$ cat src/rtl/trng_pkg.sv
// Shared definitions for the TRNG controller: FSM encoding and data widths.
package trng_pkg;

  typedef enum logic [1:0] {
    ST_IDLE    = 2'd0,
    ST_WARMUP  = 2'd1,
    ST_COLLECT = 2'd2,
    ST_ERROR   = 2'd3
  } trng_state_e;

  localparam int WORD_W         = 32;
  localparam int BYTE_W         = 8;
  localparam int BYTES_PER_WORD = WORD_W / BYTE_W;

endpackage

$ cat src/rtl/trng_rct.sv
// Repetition-count health test: flags a run of identical raw samples.
module trng_rct
  import trng_pkg::*;
#(
  parameter int CUTOFF = 8
) (
  input  logic              clk,
  input  logic              rst,
  input  logic              strobe,
  input  logic [BYTE_W-1:0] raw_byte,
  input  logic              clear,
  output logic              fail
);

  localparam logic [7:0] CUTOFF_L = 8'(CUTOFF);

  logic [BYTE_W-1:0] prev_reg;
  logic [7:0]        rep_cnt_reg;
  logic              have_prev_reg;
  logic [7:0]        rep_next;

  // Run length including the sample offered this cycle; saturates so it never wraps.
  always_comb begin
    rep_next = 8'd1;
    if (have_prev_reg && (raw_byte == prev_reg)) begin
      rep_next = (rep_cnt_reg == 8'hFF) ? rep_cnt_reg : rep_cnt_reg + 8'd1;
    end
  end

  // Failure is reported in the strobe cycle so the controller reacts on the next edge.
  assign fail = strobe && !clear && (rep_next >= CUTOFF_L);

  // Track the last sample and the current run length; clear forgets history.
  always_ff @(posedge clk or posedge rst) begin
    if (rst) begin
      prev_reg      <= '0;
      rep_cnt_reg   <= '0;
      have_prev_reg <= 1'b0;
    end else if (clear) begin
      prev_reg      <= '0;
      rep_cnt_reg   <= '0;
      have_prev_reg <= 1'b0;
    end else if (strobe) begin
      prev_reg      <= raw_byte;
      rep_cnt_reg   <= rep_next;
      have_prev_reg <= 1'b1;
    end
  end

endmodule

$ cat src/rtl/trng_ctrl.sv
// TRNG controller: STR warm-up, decimated sampling, word assembly and health test.
module trng_ctrl
  import trng_pkg::*;
#(
  parameter int DECIM      = 16,
  parameter int WARMUP     = 1024,
  parameter int RCT_CUTOFF = 8
) (
  input  logic              clk,
  input  logic              rst,
  input  logic              en,
  input  logic [BYTE_W-1:0] raw_byte,
  output logic              str_run,
  output logic [WORD_W-1:0] rnd_data,
  output logic              rnd_valid,
  input  logic              rnd_ready,
  output logic              err,
  output logic [1:0]        state
);

  localparam logic [15:0] DECIM_LAST  = 16'(DECIM - 1);
  localparam logic [15:0] WARMUP_LAST = 16'(WARMUP - 1);

  trng_state_e       state_reg;
  logic [15:0]       cnt_reg;
  logic [1:0]        byte_cnt_reg;
  logic              asm_full_reg;
  logic [WORD_W-1:0] asm_reg;
  logic [WORD_W-1:0] rnd_data_reg;
  logic              rnd_valid_reg;
  logic              str_run_reg;
  logic              err_reg;

  logic              strobe;
  logic              pop;
  logic              rct_fail;
  logic              rct_clear;
  logic [WORD_W-1:0] word_next;

  assign strobe    = (state_reg == ST_COLLECT) && (cnt_reg == DECIM_LAST);
  assign pop       = rnd_valid_reg && rnd_ready;
  assign rct_clear = (state_reg != ST_COLLECT);
  assign word_next = {asm_reg[WORD_W-BYTE_W-1:0], raw_byte};

  assign str_run   = str_run_reg;
  assign rnd_data  = rnd_data_reg;
  assign rnd_valid = rnd_valid_reg;
  assign err       = err_reg;
  assign state     = state_reg;

  trng_rct #(
    .CUTOFF (RCT_CUTOFF)
  ) u_rct (
    .clk      (clk),
    .rst      (rst),
    .strobe   (strobe),
    .raw_byte (raw_byte),
    .clear    (rct_clear),
    .fail     (rct_fail)
  );

  // Main controller: state sequencing, sampling counter, assembler and output register.
  always_ff @(posedge clk or posedge rst) begin
    if (rst) begin
      state_reg     <= ST_IDLE;
      cnt_reg       <= '0;
      byte_cnt_reg  <= '0;
      asm_full_reg  <= 1'b0;
      asm_reg       <= '0;
      rnd_data_reg  <= '0;
      rnd_valid_reg <= 1'b0;
      str_run_reg   <= 1'b0;
      err_reg       <= 1'b0;
    end else begin
      // A handshake empties the output register unless a new word refills it below.
      if (pop) rnd_valid_reg <= 1'b0;
      case (state_reg)
        ST_IDLE: begin
          cnt_reg <= '0;
          if (en) begin
            state_reg   <= ST_WARMUP;
            str_run_reg <= 1'b1;
          end
        end
        ST_WARMUP: begin
          if (!en) begin
            state_reg   <= ST_IDLE;
            str_run_reg <= 1'b0;
            cnt_reg     <= '0;
          end else if (cnt_reg == WARMUP_LAST) begin
            state_reg <= ST_COLLECT;
            cnt_reg   <= '0;
          end else begin
            cnt_reg <= cnt_reg + 16'd1;
          end
        end
        ST_COLLECT: begin
          if (!en) begin
            // Partial or stalled assembler contents are dropped; a pending output word stays.
            state_reg    <= ST_IDLE;
            str_run_reg  <= 1'b0;
            cnt_reg      <= '0;
            byte_cnt_reg <= '0;
            asm_full_reg <= 1'b0;
            asm_reg      <= '0;
          end else if (rct_fail) begin
            // Health failure wins over any word completing in the same cycle.
            state_reg     <= ST_ERROR;
            str_run_reg   <= 1'b0;
            err_reg       <= 1'b1;
            rnd_valid_reg <= 1'b0;
            cnt_reg       <= '0;
            byte_cnt_reg  <= '0;
            asm_full_reg  <= 1'b0;
            asm_reg       <= '0;
          end else begin
            cnt_reg <= strobe ? 16'd0 : cnt_reg + 16'd1;
            if (asm_full_reg) begin
              // Stalled complete word moves out as soon as the consumer pops.
              if (pop) begin
                rnd_data_reg  <= asm_reg;
                rnd_valid_reg <= 1'b1;
                asm_full_reg  <= 1'b0;
              end
            end else if (strobe) begin
              asm_reg <= word_next;
              if (byte_cnt_reg == 2'(BYTES_PER_WORD - 1)) begin
                byte_cnt_reg <= '0;
                if (!rnd_valid_reg || pop) begin
                  rnd_data_reg  <= word_next;
                  rnd_valid_reg <= 1'b1;
                end else begin
                  asm_full_reg <= 1'b1;
                end
              end else begin
                byte_cnt_reg <= byte_cnt_reg + 2'd1;
              end
            end
          end
        end
        ST_ERROR: begin
          if (!en) begin
            state_reg <= ST_IDLE;
            err_reg   <= 1'b0;
          end
        end
        default: state_reg <= ST_IDLE;
      endcase
    end
  end

endmodule
$ cat config.mk
export PLATFORM = sky130hd
export DESIGN_NAME = trng_ctrl
export DESIGN_NICKNAME = d
export VERILOG_FILES = /design/src/rtl/trng_pkg.sv /design/src/rtl/trng_rct.sv /design/src/rtl/trng_ctrl.sv
export SDC_FILE = /design/constraint.sdc
export NUM_CORES = 1
export LEC_CHECK = 0
export BUFFER_PORTS_ARGS = -buffer_cell sky130_fd_sc_hd__clkbuf_2
export CAP_MARGIN = 20
export CORE_MARGIN = 2
export CORE_UTILIZATION = 35
export DETAILED_ROUTE_END_ITERATION = 8
export GPL_ROUTABILITY_DRIVEN = 0
export GPL_TIMING_DRIVEN = 1
export SYNTH_ARGS = -nofsm -noshare
export SYNTH_HDL_FRONTEND = slang
export SYNTH_SLANG_ARGS = --single-unit
$ cat constraint.sdc
create_clock -name clk -period 7.1 [get_ports clk]
set_clock_uncertainty 0.05 [all_clocks]
set_input_delay 0 -clock clk [delete_from_list [all_inputs] [get_ports clk]]
set_output_delay 0 -clock clk [all_outputs]
set_load 0.02 [all_outputs]
==> tab_implementation.tex <==
\begin{tabular}{lr}
\hline
Metric & Value \\
\hline
\multicolumn{2}{l}{\textbf{Yosys}} \\
Synthesized area per cell & 9.96 µm² \\
Seq/Total Area, Yosys & 47.9\% \\
Post-Synthesis Net Count & 571 \\
Main synth FF type & sky130\_fd\_sc\_hd\_\_dfrtp\_1 \\
Post-synth top area share & 47.9\% \\
Count leader, synth & sky130\_fd\_sc\_hd\_\_dfrtp\_1 \\
Commonest cells in the netlist & 105 x sky130\_fd\_sc\_hd\_\_dfrtp\_1, 69 x sky130\_fd\_sc\_hd\_\_nand2\_1, 49 x sky130\_fd\_sc\_hd\_\_o21ai\_0 \\
Synth cell types & 52 \\
Post-Syn Instances & 551 \\
Syn Std Cell Area & 5490 µm² \\
Cell type with the largest total area after synthesis & sky130\_fd\_sc\_hd\_\_dfrtp\_1 \\
Post-synthesis async set-or-reset flop share & 100\% \\
Count of flip-flops with a built-in enable after synthesis & 0 \\
Total number of yosys warnings & 0 \\
Number of synthesized register bits & 105 \\
Cell types occupying the most area after synthesis & sky130\_fd\_sc\_hd\_\_dfrtp\_1 48\%, sky130\_fd\_sc\_hd\_\_mux2\_1 6.2\%, sky130\_fd\_sc\_hd\_\_mux2\_2 5.3\% \\
\multicolumn{2}{l}{\textbf{STA}} \\
Hold violation count in the final report & 0 \\
Final-layout setup total negative slack & 0 ns \\
Setup repair after global routing missed its margin & no \\
Number of setup violations in the final report & 0 \\
Max-slew violation total from the final report & 0 \\
Pin slew with the least headroom to its limit & 1.10 ns \\
Relative slew slack & 26.4\% \\
Final worst slack & 3.89 ns \\
Maximum achievable frequency & 312 MHz \\
Post-route clock period utilization & 45.2\% \\
Minimum clock period & 3.21 ns \\
\multicolumn{2}{l}{\textbf{Worst setup path}} \\
Worst setup EP type & flip-flop \\
Slowest stage delay, CP & 0.89 ns \\
Arrival time at the worst endpoint & 3.33 ns \\
Critical Path RT & 7.22 ns \\
Beginning of the worst register-to-register path & cnt\_reg[4]\$\_DFFE\_PP0N\_ \\
Series of cell instances along the critical path & nor4\_1 -> and4\_1 -> nor2\_1 -> o21ai\_1 -> o311ai\_0 \\
FF-to-FF path depth & 5 \\
Setup slack, reg-to-reg & 3.89 ns \\
Capturing point of the worst reg2reg path & cnt\_reg[2]\$\_DFFE\_PP0N\_ \\
Timing startpoint of the critical path & cnt\_reg[4]\$\_DFFE\_PP0N\_ \\
Worst Setup Path Type & reg -> reg \\
Launching element type of the critical path & flip-flop \\
Maximum fanout encountered on the critical timing path & 18 \\
Critical path destination & cnt\_reg[2]\$\_DFFE\_PP0N\_ \\
Cell with the largest stage delay on the worst path & sky130\_fd\_sc\_hd\_\_o21ai\_1 \\
\multicolumn{2}{l}{\textbf{Job}} \\
Number of max-capacitance violations reported & 0 \\
\multicolumn{2}{l}{\textbf{Die}} \\
Starting Density & 36.0\% \\
Site row count & 45 \\
Io pins & 49 \\
Core outline area & 15300 µm² \\
Die height & 129 µm \\
Die Outline Area & 16700 µm² \\
Overall die width & 129 µm \\
\multicolumn{2}{l}{\textbf{Drt}} \\
Post-DR wirelength/cell & 15.9 µm \\
Drt via density & 5.35 \\
Post-route DRC & 0 \\
DRT Wirelength & 12900 µm \\
Violation count after the first detailed-route iteration & 223 \\
Total vias in the final route & 4341 \\
Residual antenna-violating net count after detailed routing & 0 \\
Number of optimization iterations in the first detailed-route pass & 4 \\
\multicolumn{2}{l}{\textbf{Cells and area}} \\
Growth of design area from synthesis to finish & 16.3\% \\
Diodes inserted & 0 \\
Fraction of layout instances using a drive strength above 1 & 18.0\% \\
Share of the core filled with cells & 41.8\% \\
Filler cell count in the final layout & 1465 \\
Area taken by flip-flops and latches & 2630 µm² \\
Net count of the finished layout & 616 \\
Multi-input combinational cell area & 2640 µm² \\
\multicolumn{2}{l}{\textbf{Clock network}} \\
Maximum number of buffers from clock root to sink & 2 \\
CTS tree & built \\
Clock root cell & sky130\_fd\_sc\_hd\_\_clkbuf\_16 \\
H-tree levels & 3 \\
Reg clk slew, reported paths & 0.08 ns \\
Count of clock tree sinks & 105 \\
Worst skew pair latency & 0.35 ns \\
Number of clock buffers inserted by TritonCTS & 9 \\
\multicolumn{2}{l}{\textbf{Placement}} \\
Count of input and output buffers & 48 \\
DP Wirelength & 8510 µm \\
Place WS & 3.96 ns \\
\multicolumn{2}{l}{\textbf{GRT}} \\
Sum of overflow across all layers after global routing & 0 \\
Number of antenna violations at the first check in global routing & 0 \\
Wire length of the first global-routing pass & 21300 µm \\
Largest net degree at the start of global routing & 86 \\
Via count of the first global-routing pass & 4209 \\
Overall fraction of global-route tracks in use & 15.9\% \\
\multicolumn{2}{l}{\textbf{Status}} \\
Outcome & finished, final reports clean \\
\multicolumn{2}{l}{\textbf{Power}} \\
Cell area power density & 215 nW/µm² \\
Worst vdd rail ir drop & 131 µV \\
Static Leak & 2.85 nW \\
\multicolumn{2}{l}{\textbf{Worst hold path}} \\
HP Class & in -> async \\
\hline
\end{tabular}
==> cells by family (layout without fill, tap and decap cells) <==
logic type / count (synthesis) / count (layout) / share of synthesized area [%]
xor gates and xnor gates: 19 / 19 / 3.03
DFF: 105 / 105 / 47.9
buffers and inverters: 59 / 109 / 4.56
muxes: 57 / 57 / 11.7
and+or+nand+nor: 150 / 150 / 13.4
AOI/OAI and AO/OA: 153 / 153 / 17.7
adders and majority gates: 8 / 8 / 1.82
==> what timing repair did <==
action,CTS,global route
endpoints found under the hold margin,38,0
hold buffers,12,0
setup endpoints to repair,0,0
setup buffers,0,0
gates resized for setup,0,0
==> area by class of cell <==
type	instances	area share (%)
clock inverter	7	1.39
sequential	105	41.2
inverter	24	1.45
multi-input combinational	387	41.3
clock buffer	9	3.53
tap	211	4.14
timing repair buffer	69	7.02
==> routing by layer <==
layer | global-route usage (%) | vias to the layer above | part of all wire, %
met3 | 1.98 | 14 | 3.1
li1 | - | 2084 | -
met1 | 22.0 | 2158 | 48
met4 | 5.75 | 0 | 1.6
met5 | 0 | - | 0
met2 | 25.9 | 85 | 48
==> worst min path at each step <==
stage	startpoint	endpoint	slack, ns	depth (start not counted)
floorplan	raw_byte[0]	u_rct.prev_reg[0]$_DFFE_PP0P_	0.09	2
global placement	rst	rnd_data[1]$_DFFE_PP0P_	-0.11	2
detailed placement	rst	rnd_data[1]$_DFFE_PP0P_	-0.1	2
CTS	rst	rnd_data[1]$_DFFE_PP0P_	0.08	3
global route	rst	rnd_data[1]$_DFFE_PP0P_	0.09	3
finish	rst	rnd_data[1]$_DFFE_PP0P_	0.07	3
==> worst max-delay path: cells and delay by family, from the launching register on <==
family	cells	cell delay (ns)
flip-flops	1	0.44
AO/OA/AOI/OAI	2	1.13
AND/OR/NAND/NOR	3	1.41
==> where the power goes <==
part           leakage, nW  switching [mW]  internal [mW]
registers             1.46          0.0120          0.611
clock network        0.155           0.242          0.281
logic                 1.24           0.144         0.0794
total                 2.85           0.398          0.972
==> through the flow <==
| step | total power, mW | hold WS [ns] | cell area [µm²] | std cells |
|---|---|---|---|---|
| after floorplan | 0.795 | 0.0852 | 5490 | 551 |
| after global placement | 0.846 | -0.111 | 5920 | 783 |
| after detailed placement | 0.853 | -0.0985 | 5920 | 783 |
| after CTS | 1.38 | 0.0772 | 6350 | 811 |
| after global routing | 1.43 | 0.0889 | 6380 | 812 |
| final | 1.37 | 0.0696 | 6380 | 812 |
==> cells in the final DEF, fill, tap and decap left out, types with 9 or more instances in the layout <==
cell,count
sky130_fd_sc_hd__clkbuf_2,48
sky130_fd_sc_hd__xor2_1,11
sky130_fd_sc_hd__o211ai_1,30
sky130_fd_sc_hd__nand3_1,14
sky130_fd_sc_hd__nor3_1,10
sky130_fd_sc_hd__inv_1,23
sky130_fd_sc_hd__a21oi_1,34
sky130_fd_sc_hd__mux2_1,30
sky130_fd_sc_hd__dlygate4sd3_1,12
sky130_fd_sc_hd__dfrtp_1,105
sky130_fd_sc_hd__nor2_1,16
sky130_fd_sc_hd__mux2_2,26
sky130_fd_sc_hd__clkbuf_16,9
sky130_fd_sc_hd__o21ai_0,49
sky130_fd_sc_hd__nand2_1,69
No activity file was read; power rests on OpenSTA's default activity.
